===== config.mk =====
export PLATFORM = sky130hd
export DESIGN_NAME = shift_ctrl_flat
export DESIGN_NICKNAME = d
export VERILOG_FILES = /design/src/rtl/shift_pkg.sv /design/src/rtl/shift_ctrl_if.sv /design/src/rtl/shift_reg.sv /design/src/rtl/shift_ctrl.sv /design/src/flat_wrapper.sv
export SDC_FILE = /design/constraint.sdc
export NUM_CORES = 1
export LEC_CHECK = 0
export ABC_AREA = 1
export BUFFER_PORTS_ARGS = -buffer_cell sky130_fd_sc_hd__buf_2
export CORE_UTILIZATION = 54
export DETAILED_ROUTE_END_ITERATION = 10
export GPL_TIMING_DRIVEN = 0
export PLACE_DENSITY = 0.81
export SYNTH_ARGS = -nofsm -noshare
export SYNTH_HDL_FRONTEND = slang
export SYNTH_SLANG_ARGS = --single-unit

===== constraint.sdc =====
create_clock -name clk_2 -period 3.39 [get_ports clk_2]
set_input_delay 0.5085 -clock clk_2 [delete_from_list [all_inputs] [get_ports clk_2]]
set_output_delay 0.5085 -clock clk_2 [all_outputs]
set_load 0.005 [all_outputs]

===== src/rtl/shift_pkg.sv =====
// Shared types for the shift controller: FSM state and datapath mode.
package shift_pkg;

  // Encoding is visible on state_o, so values are fixed.
  typedef enum logic [1:0] {
    IDLE = 2'd0,
    PAR  = 2'd1,
    SER  = 2'd2,
    DONE = 2'd3
  } state_e;

  typedef enum logic [1:0] {
    HOLD  = 2'd0,
    LOAD  = 2'd1,
    SHIFT = 2'd2
  } mode_e;

endpackage


===== src/rtl/shift_ctrl_if.sv =====
// Handshake and data bundle between a requester and shift_ctrl.
interface shift_ctrl_if #(
  parameter int WIDTH = 4
);
  logic             req_par;
  logic             req_ser;
  logic [WIDTH-1:0] din;
  logic             hold;
  logic             ack;
  logic             busy;
  logic             done;
  logic             ser_bit;
  logic [WIDTH-1:0] q;
  logic [1:0]       state_o;

  modport master (
    output req_par, req_ser, din, hold,
    input  ack, busy, done, ser_bit, q, state_o
  );

  modport slave (
    input  req_par, req_ser, din, hold,
    output ack, busy, done, ser_bit, q, state_o
  );
endinterface


===== src/rtl/shift_reg.sv =====
// Shift register datapath: hold, parallel load, or shift right with serial input at the MSB.
module shift_reg
  import shift_pkg::*;
#(
  parameter int WIDTH = 4
) (
  input  logic             clk_2,
  input  logic             reset,
  input  mode_e            mode,
  input  logic [WIDTH-1:0] par_in,
  input  logic             ser_in,
  output logic [WIDTH-1:0] q
);

  logic [WIDTH-1:0] q_q;
  logic [WIDTH-1:0] q_d;

  // Next-state select by mode.
  always_comb begin
    q_d = q_q;
    unique case (mode)
      LOAD:    q_d = par_in;
      SHIFT:   q_d = {ser_in, q_q[WIDTH-1:1]};
      default: q_d = q_q;
    endcase
  end

  // Register with asynchronous clear.
  always_ff @(posedge clk_2 or posedge reset) begin
    if (reset) q_q <= '0;
    else       q_q <= q_d;
  end

  assign q = q_q;

endmodule


===== src/rtl/shift_ctrl.sv =====
// Arbitrating load controller: accepts parallel or serial load requests and
// drives the shift_reg datapath, with ack/done pulses and a busy level.
module shift_ctrl
  import shift_pkg::*;
#(
  parameter int WIDTH     = 4,
  parameter bit SER_FIRST = 1'b0
) (
  input  logic clk_2,
  input  logic reset,
  shift_ctrl_if.slave bus
);

  localparam int              CW       = (WIDTH > 1) ? $clog2(WIDTH) : 1;
  localparam logic [CW-1:0]   CNT_LAST = CW'(WIDTH - 1);

  state_e           state_q;
  logic [WIDTH-1:0] cap_q;
  logic [CW-1:0]    cnt_q;
  logic             ack_q;
  logic             done_q;

  mode_e            mode;
  logic             ser_in;
  logic             take_par;

  // Tie-break between simultaneous requests.
  assign take_par = bus.req_par && (!bus.req_ser || !SER_FIRST);

  // Datapath control decoded from registered state; hold only matters in SER.
  always_comb begin
    mode   = HOLD;
    ser_in = 1'b0;
    unique case (state_q)
      PAR: mode = LOAD;
      SER: begin
        ser_in = cap_q[cnt_q];
        if (!bus.hold) mode = SHIFT;
      end
      default: mode = HOLD;
    endcase
  end

  // Control FSM with registered ack/done pulses.
  always_ff @(posedge clk_2 or posedge reset) begin
    if (reset) begin
      state_q <= IDLE;
      cap_q   <= '0;
      cnt_q   <= '0;
      ack_q   <= 1'b0;
      done_q  <= 1'b0;
    end else begin
      ack_q  <= 1'b0;
      done_q <= 1'b0;
      unique case (state_q)
        IDLE: begin
          if (take_par) begin
            state_q <= PAR;
            cap_q   <= bus.din;
            ack_q   <= 1'b1;
          end else if (bus.req_ser) begin
            state_q <= SER;
            cap_q   <= bus.din;
            cnt_q   <= '0;
            ack_q   <= 1'b1;
          end
        end
        PAR: begin
          state_q <= DONE;
          done_q  <= 1'b1;
        end
        SER: begin
          if (!bus.hold) begin
            if (cnt_q == CNT_LAST) begin
              state_q <= DONE;
              cnt_q   <= '0;
              done_q  <= 1'b1;
            end else begin
              cnt_q <= cnt_q + 1'b1;
            end
          end
        end
        DONE:    state_q <= IDLE;
        default: state_q <= IDLE;
      endcase
    end
  end

  shift_reg #(
    .WIDTH(WIDTH)
  ) u_shift_reg (
    .clk_2 (clk_2),
    .reset (reset),
    .mode  (mode),
    .par_in(cap_q),
    .ser_in(ser_in),
    .q     (bus.q)
  );

  assign bus.ack     = ack_q;
  assign bus.done    = done_q;
  assign bus.busy    = (state_q == PAR) || (state_q == SER);
  assign bus.ser_bit = ser_in;
  assign bus.state_o = state_q;

endmodule


===== src/flat_wrapper.sv =====
// flat-port wrapper written by rule: the top's interface ports become plain ports
module shift_ctrl_flat import shift_pkg::*;
#(
  parameter int WIDTH     = 4,
  parameter bit SER_FIRST = 1'b0
)
  (clk_2, reset, bus_req_par, bus_req_ser, bus_din, bus_hold, bus_ack, bus_busy, bus_done, bus_ser_bit, bus_q, bus_state_o);
  shift_ctrl_if #(.WIDTH(WIDTH)) bus_i ();
  input  logic clk_2;
  input  logic reset;
  input wire logic [$bits(bus_i.req_par)-1:0] bus_req_par;
  input wire logic [$bits(bus_i.req_ser)-1:0] bus_req_ser;
  input wire logic [$bits(bus_i.din)-1:0] bus_din;
  input wire logic [$bits(bus_i.hold)-1:0] bus_hold;
  output wire logic [$bits(bus_i.ack)-1:0] bus_ack;
  output wire logic [$bits(bus_i.busy)-1:0] bus_busy;
  output wire logic [$bits(bus_i.done)-1:0] bus_done;
  output wire logic [$bits(bus_i.ser_bit)-1:0] bus_ser_bit;
  output wire logic [$bits(bus_i.q)-1:0] bus_q;
  output wire logic [$bits(bus_i.state_o)-1:0] bus_state_o;
  assign bus_i.req_par = bus_req_par;
  assign bus_i.req_ser = bus_req_ser;
  assign bus_i.din = bus_din;
  assign bus_i.hold = bus_hold;
  assign bus_ack = bus_i.ack;
  assign bus_busy = bus_i.busy;
  assign bus_done = bus_i.done;
  assign bus_ser_bit = bus_i.ser_bit;
  assign bus_q = bus_i.q;
  assign bus_state_o = bus_i.state_o;
  shift_ctrl #(.WIDTH(WIDTH), .SER_FIRST(SER_FIRST)) u_core (.clk_2(clk_2), .reset(reset), .bus(bus_i));
endmodule

==> flow_summary.toml, run 1 <==
[pwr]
netSwitchingPower_mw = 0.358
p_per_area_mw_per_mm2 = 939
p_sw_frac = 0.418
p_clk_frac = 0.138
p_int_mw = 0.500
leakagePower_nw = 0.501
comb_power_share = 0.513
total_power_mw = 0.858
seqPwrFrac = 0.349
ir_drop_mv = 0.679

[synthesis]
synth-seq-cells = 14
synth_top_family_by_area = "simple AND/OR/NAND/NOR gates"
synthMuxAreaShare = 0
yosysTopAreaCell = "dfrtp_1"
synth_compound_area_frac = 0.155
ys_top_cells_by_area = "dfrtp_1 (46%), nand2_1 (12%), ha_1 (11%)"
synth-simple-area-share = 0.182
synth_fp_nets = 112
seq_area_frac_synth = 0.456
synth_top_cell_area_share = 0.456
postSynthCellCount = 96
ys_types = 14
synth_area_um2 = 768
synth_warnings = 0
avgSynthCellArea_um2 = 8.00
synthXorXnorAreaFrac = 0
synth-adder-area-share = 0.114

[sta]
finalSetupTns_ps = 0
finClkSkew_ps = 6.39
max_freq_ghz = 0.558
setup_viol_count_final = 0
rsz0062_at_grt = "no"
slew_violations = 0
relSlewSlack = 0.652
period_share = 0.528
post-route-min-period_ps = 1790
hold_ws_ps = 251
worst_pin_slew_ps = 522
hold_violations = 0

[detailed_routing]
wire_per_inst_um = 10.3
dr.pass1.iters = 4
drt_wl_total_um = 1380
drt_iter0_markers = 12
vias_per_cell = 4.78
num_vias = 636
drc_errors = 0
ant_nets = 0

[setup_path]
cp.arrival_ps = 1280
worst-setup-path-type = "flop to output pin"
reg2reg_depth = 8
required_ps = 2880
start_kind = "flop"
endpoint_kind = "output pin"
cp_max_fo = 5

[place]
portBuffers = 18
place_inst = 129
place_hpwl_um = 1070
place.gp.congestion = 0.704

[final_layout]
layout.filler_cells = 122
final_layout_size_suffix_gt1_frac = 0.212
nNetsFinal = 135
final_util = 0.693
area_growth_pct = 18.9
mostFrequentLayoutCell = "nand2_1"
final_cell_mix = "nand2_1 (24), buf_2 (18), inv_1 (17), dfrtp_1 (14), o21ai_0 (9)"
instances_no_fill = 133
antenna_cells = 0

[floorplan]
die_area_mm2 = 0.00158
fp.coreArea_mm2 = 0.00132
die_h_um = 39.7
rows = 13
io_pins = 19
die_w_um = 39.7
start_util = 0.583

[global_routing]
grt_pass1_vias = 581
grt_remaining_overflow = 0
grt_pass1_wl_um = 2310
grt_max_degree = 15
grt_usage = 0.218
grt_antenna_before_repair = 0

[clock_network]
clk_pin_slew_ps = 90
cts_buffer_depth = 2
cts_resized = 0
cts_num_sinks = 14
cts_buffers = 3
cts_setup_buffers = 0
ctsHtreeMaxLevel = 1
cts_tree = "built"
cts-root-buf = "clkbuf_4"
hold_buffers = 0
clk_latency_ps = 280

[flow_run]
maxCapViolCount = 0

[status]
status = "complete, no violations"

[min_path]
worstHoldPathType = "input port to asynchronous set/reset pin"
-- through the flow --
step,cell area [µm²],setup slack (ps)
final,913,1600
after global routing,913,1510
after CTS,913,1590
after detailed placement,877,1680
after global placement,877,1710
after floorplan,768,1800
-- worst max-delay path, stage by stage (launching register included) --
cell     delay, ps
dfrtp_1        420
inv_1          100
ha_1           350
buf_2          150
-- synthesized netlist by cell type (all sizes together) --
cell,number
nor3,1
dfrtp,14
o21a,2
inv,17
ha,7
buf,1
nand2,25
a21oi,8
nor2,5
nand3,4
o21ai,12
-- area by class of cell --
| cell class | instances | area, µm² | area share |
|---|---|---|---|
| plain buffers | 1 | 7.51 | 0.00822 |
| clock buffers | 4 | 36.3 | 0.0397 |
| inverters | 17 | 63.8 | 0.0699 |
| multi-input cells | 64 | 347 | 0.379 |
| flip-flops and latches | 14 | 350 | 0.384 |
| well taps | 15 | 18.8 | 0.0205 |
| repair buffers | 18 | 90.1 | 0.0986 |
-- state kept, by name, indices dropped and copies added, names as in the netlist --
| signal | flops |
|---|---|
| u_core.u_shift_reg.q | 4 |
| u_core.bus.state_o | 2 |
| u_core.cnt_q | 2 |
| u_core.bus.ack | 1 |
| u_core.cap_q | 4 |
| u_core.bus.done | 1 |
-- worst paths after layout --
check | from | endpoint | slack (ps)
worst max-delay path | u_core.bus.state_o[0] | bus_busy | 1600
worst min-delay path | reset | u_core.u_shift_reg.q[2] | 250
worst max register to register | u_core.bus.state_o[0] | u_core.u_shift_reg.q[2] | 1690
worst min register to register | u_core.u_shift_reg.q[3] | u_core.u_shift_reg.q[3] | 520
max in group asynchronous | reset | u_core.u_shift_reg.q[3] | 2790
min in group clk_2 | bus_din[1] | u_core.cap_q[1] | 440
-- routing by layer --
metal  vias to the layer above  part of all wire  global-route usage  wire (µm)
met2                        20              0.45               0.344        616
met5                         -                 0                   0          0
met1                       270              0.51               0.284        705
met3                         0             0.039              0.0511         53
met4                         0                 0              0.0776          0
li1                        346                 -                   -          -
-- cells by family after synthesis --
kind of cell	Yosys count
buffers and inverters	18
flip-flops	14
AND/OR/NAND/NOR	35
AO/OA/AOI/OAI	22
adder cells (fa/ha/maj)	7
-- power groups by stage --
stage | Sequential, mW | Clock (mW) | Combinational (mW)
6_report | 0.300 | 0.118 | 0.440
5_1_grt | 0.313 | 0.127 | 0.513
4_1_cts | 0.300 | 0.120 | 0.445
3_5_place_dp | 0.304 | 0 | 0.443
3_3_place_gp | 0.301 | 0 | 0.426
2_1_floorplan | 0.300 | 0 | 0.311
Note: power is estimated with default switching activity, not from simulation.
==> run 2: changes to the inputs <==
--- a/config.mk
+++ b/config.mk
@@ -7,10 +7,10 @@
 export LEC_CHECK = 0
 export ABC_AREA = 1
 export BUFFER_PORTS_ARGS = -buffer_cell sky130_fd_sc_hd__buf_2
-export CORE_UTILIZATION = 54
+export CORE_UTILIZATION = 45
 export DETAILED_ROUTE_END_ITERATION = 10
 export GPL_TIMING_DRIVEN = 0
-export PLACE_DENSITY = 0.81
+export PLACE_DENSITY = 0.72
 export SYNTH_ARGS = -nofsm -noshare
 export SYNTH_HDL_FRONTEND = slang
 export SYNTH_SLANG_ARGS = --single-unit
==> constraint.sdc (replaced) <==
create_clock -name clk_2 -period 1.64 [get_ports clk_2]
set_input_delay 0.246 -clock clk_2 [delete_from_list [all_inputs] [get_ports clk_2]]
set_output_delay 0.246 -clock clk_2 [all_outputs]
set_load 0.005 [all_outputs]
==> run 2 against run 1 <==
- the run now ends with design-rule violations, negative hold slack left
- combinational power increased to 2.5 times the previous value
- non-clock buffer count is 3 higher
- clock power up 110%
- final area rose by 5.3%
- hold slack worse by 270 ps
- sequential power up 100%
- clock skew shrank 5.1 ps
- highest routed layer is now met4
==> flow_summary.toml, run 2 (synthesis gave the netlist of run 1 again) <==
[clock_network]
hold_buffers = 0
ctsHtreeMaxLevel = 1
cts-root-buf = "clkbuf_4"
clk_pin_slew_ps = 80
cts_tree = "built"
cts_num_sinks = 14
cts_buffer_depth = 2
cts_buffers = 3
clk_latency_ps = 280

[setup_path]
endpoint_kind = "flop"
cp_max_fo = 6
timing.rr.start = "u_core.bus.state_o[0]"
cp_slowest_cell = "dfrtp_1"
r2r_setup_slack_ps = 90
reg2reg_depth = 7
cp.arrival_ps = 1730
worstPathCellList = "inv_2, ha_4, nand2_1, nor2_1, ha_4, a21oi_1, a21oi_1"
max_stage_delay_ps = 390
reg2reg_to = "u_core.u_shift_reg.q[2]"
required_ps = 1810
start_kind = "flop"
worst-setup-path-type = "flop to flop"

[status]
status = "complete, but fails checks"
violations = "design-rule violations, negative hold slack"

[flow_run]
maxCapViolCount = 0

[place]
portBuffers = 18
dpl_cell_area_um2 = 878
place.gp.congestion = 0.832
place_hpwl_um = 1040

[pwr]
p_per_area_mw_per_mm2 = 2040
ir_drop_mv = 1.16
leakagePower_nw = 0.511

[final_layout]
fin_area_um2 = 962
final_layout_size_suffix_gt1_frac = 0.273
area_growth_pct = 25.2
nNetsFinal = 138
final_cell_mix = "nand2_1 (24), buf_2 (18), inv_1 (14), dfrtp_1 (14), o21ai_0 (9)"
final_util = 0.617
mostFrequentLayoutCell = "nand2_1"
antenna_cells = 0

[floorplan]
start_util = 0.493
die_w_um = 43.3
rows = 14
io_pins = 19
die_h_um = 43.3
die_area_mm2 = 0.00188
fp.coreArea_mm2 = 0.00156

[detailed_routing]
drc_errors = 2
num_vias = 691
dr.pass1.iters = 9
drt_wl_total_um = 1510
ant_nets = 0
vias_per_cell = 5.04
wire_per_inst_um = 11.0
drt_iter0_markers = 18

[global_routing]
grt_pass1_vias = 603
grt_remaining_overflow = 0
grt_usage = 0.185
grt_antenna_before_repair = 0
grt_max_degree = 15
grt_pass1_wl_um = 2480

[sta]
post-route-min-period_ps = 1550
period_share = 0.948
worst_pin_slew_ps = 532
setup_viol_count_final = 0
slew_violations = 0
hold_ws_ps = -15.5
hold_violations = 14
relSlewSlack = 0.645
max_freq_ghz = 0.643
finalSetupTns_ps = 0
finClkSkew_ps = 1.29

[min_path]
worstHoldPathType = "input port to asynchronous set/reset pin"
[run 2: final cells by class]
| type | instances | area, µm² |
|---|---|---|
| Clock buffer | 4 | 36.3 |
| Multi-Input combinational cell | 64 | 372 |
| Sequential cell | 14 | 350 |
| Tap cell | 16 | 20.0 |
| Timing Repair Buffer | 21 | 113 |
| Buffer | 1 | 7.51 |
| Inverter | 17 | 63.8 |
| Fill cell | 146 | 597 |
[run 2: report_power, final]
part	leakage [nW]	total (mW)	switching, mW	internal, mW
Combinational	0.318	1.10	0.587	0.511
Sequential	0.172	0.614	0.103	0.511
Clock	0.0210	0.250	0.115	0.135
Total	0.511	1.96	0.804	1.16
[run 2: critical path, delay by kind of cell (launching register included)]
| family | cells | cell delay [ps] |
|---|---|---|
| AOI/OAI and AO/OA | 2 | 230 |
| adders and majority gates | 2 | 530 |
| buffers and inverters | 1 | 80 |
| DFF | 1 | 390 |
| and+or+nand+nor | 2 | 210 |
[run 2: per-stage QoR]
stage	hold slack (ps)	power [mW]	instances	worst slack (ps)
2_1_floorplan	135	1.26	96	48.0
3_3_place_gp	303	1.51	130	-53.1
3_5_place_dp	312	1.53	130	-41.3
4_1_cts	0.891	1.82	136	21.4
5_1_grt	30.4	2.18	137	-3.78
6_report	-15.5	1.96	137	85.3
[run 2: worst max-delay path by stage]
stage                                     start                       to  slack, ps  cells past startpoint
after floorplan           u_core.bus.state_o[0]  u_core.u_shift_reg.q[1]         50                      8
after global placement    u_core.bus.state_o[0]  u_core.u_shift_reg.q[2]        -50                      8
after detailed placement  u_core.bus.state_o[0]  u_core.u_shift_reg.q[1]        -40                      8
after CTS                 u_core.bus.state_o[1]  u_core.u_shift_reg.q[1]         20                      8
after global routing      u_core.bus.state_o[1]  u_core.u_shift_reg.q[2]         -4                      7
final                     u_core.bus.state_o[0]  u_core.u_shift_reg.q[2]         90                      7
[run 2: timing repair]
| item | 4_1_cts | 5_1_grt |
|---|---|---|
| hold endpoints to repair | 0 | 0 |
| resized for setup | 0 | 5 |
| setup endpoints to repair | 4 | 4 |
| pin swaps | 0 | 1 |
| setup buffers | 2 | 1 |
[run 2: layer usage]
layer | wire length [µm] | track usage | vias up
met5 | 0 | 0 | -
met4 | 32 | 0.113 | 0
met3 | 68 | 0.0383 | 4
met2 | 711 | 0.279 | 22
met1 | 698 | 0.243 | 311
li1 | - | - | 354
==> run 3: changes to the inputs <==
--- a/config.mk
+++ b/config.mk
@@ -7,10 +7,11 @@
 export LEC_CHECK = 0
 export ABC_AREA = 1
 export BUFFER_PORTS_ARGS = -buffer_cell sky130_fd_sc_hd__buf_2
-export CORE_UTILIZATION = 45
+export CORE_UTILIZATION = 50
 export DETAILED_ROUTE_END_ITERATION = 10
 export GPL_TIMING_DRIVEN = 0
-export PLACE_DENSITY = 0.72
+export PLACE_DENSITY = 0.76
+export SETUP_SLACK_MARGIN = 0.5
 export SYNTH_ARGS = -nofsm -noshare
 export SYNTH_HDL_FRONTEND = slang
 export SYNTH_SLANG_ARGS = --single-unit
==> constraint.sdc (replaced) <==
create_clock -name clk_2 -period 1.7 [get_ports clk_2]
set_input_delay 0.255 -clock clk_2 [delete_from_list [all_inputs] [get_ports clk_2]]
set_output_delay 0.255 -clock clk_2 [all_outputs]
set_load 0.005 [all_outputs]
==> run 3 against run 2 <==
- the flow finishes with violations (negative hold slack)
- combinational power grew 28%
- final cell count grew 2.9%
- global-route usage grew 3.4 points
- utilization grew 18 points
- hold slack gained 9.6 ps
- non-clock buffer count grew 5
- via count grew 1.3%
- clock skew grew 3.6 ps
- sequential power shrank 1%
- largest power group unchanged
==> flow_summary.toml, run 3 (synthesis gave the netlist of run 1 again) <==
[setup_path]
required_ps = 1870
endpoint_kind = "flop"
reg2reg_to = "u_core.u_shift_reg.q[0]"
timing.rr.start = "u_core.bus.state_o[0]"
cp.depth = 8
r2r_setup_slack_ps = 210
cp_max_fo = 6
worst-setup-path-type = "flop to flop"
worst-path-buf-inv = 2
worstPathCellList = "inv_2, ha_4, nand2_4, nor2_4, ha_4, inv_2, nor2_1, a21oi_1"
reg2reg_depth = 8
max_stage_delay_ps = 410
cp_slowest_cell = "dfrtp_1"
crit_family = "adder cells"
cp.arrival_ps = 1660
start_kind = "flop"

[detailed_routing]
vias_per_cell = 4.96
dr.pass1.iters = 4
drt_wl_total_um = 1800
num_vias = 700
drt_iter0_markers = 22
drc_errors = 0
wire_per_inst_um = 12.8
ant_nets = 0

[floorplan]
fp.coreArea_mm2 = 0.00137
die_area_mm2 = 0.00170
io_pins = 19
die_w_um = 41.2
die_h_um = 41.2
rows = 13
start_util = 0.562

[place]
pre_cts_slack_ps = 116
place.gp.congestion = 0.653
place_hpwl_um = 1080
portBuffers = 18

[status]
violations = "negative hold slack"
status = "complete, but fails checks"

[global_routing]
grt_pass1_vias = 609
grt_max_degree = 15
grt_remaining_overflow = 0
grt_antenna_before_repair = 0
grt_usage = 0.219
grt_pass1_wl_um = 2370

[flow_run]
maxCapViolCount = 0

[pwr]
leakagePower_nw = 0.554
p_per_area_mw_per_mm2 = 2070
total_power_mw = 2.25
ir_drop_mv = 1.58

[sta]
timing.final.ws_setup_ps = 214
period_share = 0.874
slew_violations = 0
rsz0062_at_grt = "yes"
max_freq_ghz = 0.673
relSlewSlack = 0.651
finClkSkew_ps = 4.84
post-route-min-period_ps = 1490
hold_ws_ps = -5.95
finalSetupTns_ps = 0
worst_pin_slew_ps = 523
hold_violations = 6
setup_viol_count_final = 0

[final_layout]
antenna_cells = 0
final_cell_mix = "nand2_1 (22), buf_2 (17), dfrtp_1 (13), inv_1 (10), inv_2 (7)"
nNetsFinal = 143
area_growth_pct = 41.5
final_layout_size_suffix_gt1_frac = 0.437
mostFrequentLayoutCell = "nand2_1"

[clock_network]
hold_buffers = 0
cts_buffers = 3
cts-root-buf = "clkbuf_4"
clk_pin_slew_ps = 90
cts_tree = "built"
cts_num_sinks = 14
ctsHtreeMaxLevel = 1
clk_latency_ps = 280
cts_buffer_depth = 2

[min_path]
worstHoldPathType = "input port to asynchronous set/reset pin"
[run 3: area by class of cell]
cell class / instances / area [µm²]
inverters: 17 / 63.8
fillers: 88 / 279
clock buffers: 4 / 36.3
repair buffers: 26 / 164
plain buffers: 1 / 11.3
well taps: 15 / 18.8
multi-input cells: 64 / 442
flip-flops and latches: 14 / 352
[run 3: per-stage QoR]
stage,util,hold slack (ps),instance area [µm²],cells
5_1_grt,0.796,39.9,1090,141
2_1_floorplan,-,144,781,96
3_3_place_gp,0.651,314,890,129
6_report,0.796,-5.95,1090,141
4_1_cts,0.740,21.2,1010,139
3_5_place_dp,0.651,324,890,129
[run 3: routing by layer]
layer,up-vias,part of all wire,track usage
met5,-,0,0
met4,0,0.016,0.0968
met3,4,0.028,0.0326
met2,20,0.52,0.383
met1,314,0.43,0.260
li1,362,-,-
[run 3: what timing repair did]
action | 4_1_cts | 5_1_grt
gates resized for setup | 12 | 20
endpoints found under the setup margin | 13 | 16
pin swaps | 3 | 8
hold endpoints to repair | 0 | 0
buffers inserted | 6 | 2
[run 3: worst max path at each step]
| stage | slack, ps | startpoint | to |
|---|---|---|---|
| 3_5_place_dp | 120 | u_core.bus.state_o[0] | u_core.u_shift_reg.q[3] |
| 4_1_cts | 220 | u_core.bus.state_o[1] | u_core.u_shift_reg.q[0] |
| 2_1_floorplan | 230 | u_core.bus.state_o[0] | u_core.u_shift_reg.q[1] |
| 5_1_grt | 160 | u_core.bus.state_o[0] | u_core.u_shift_reg.q[2] |
| 6_report | 210 | u_core.bus.state_o[0] | u_core.u_shift_reg.q[0] |
| 3_3_place_gp | 140 | u_core.bus.state_o[0] | u_core.u_shift_reg.q[3] |
[run 3: power by group]
group / switching, mW / internal [mW]
Sequential: 0.111 / 0.496
Clock: 0.110 / 0.130
Combinational: 0.723 / 0.683
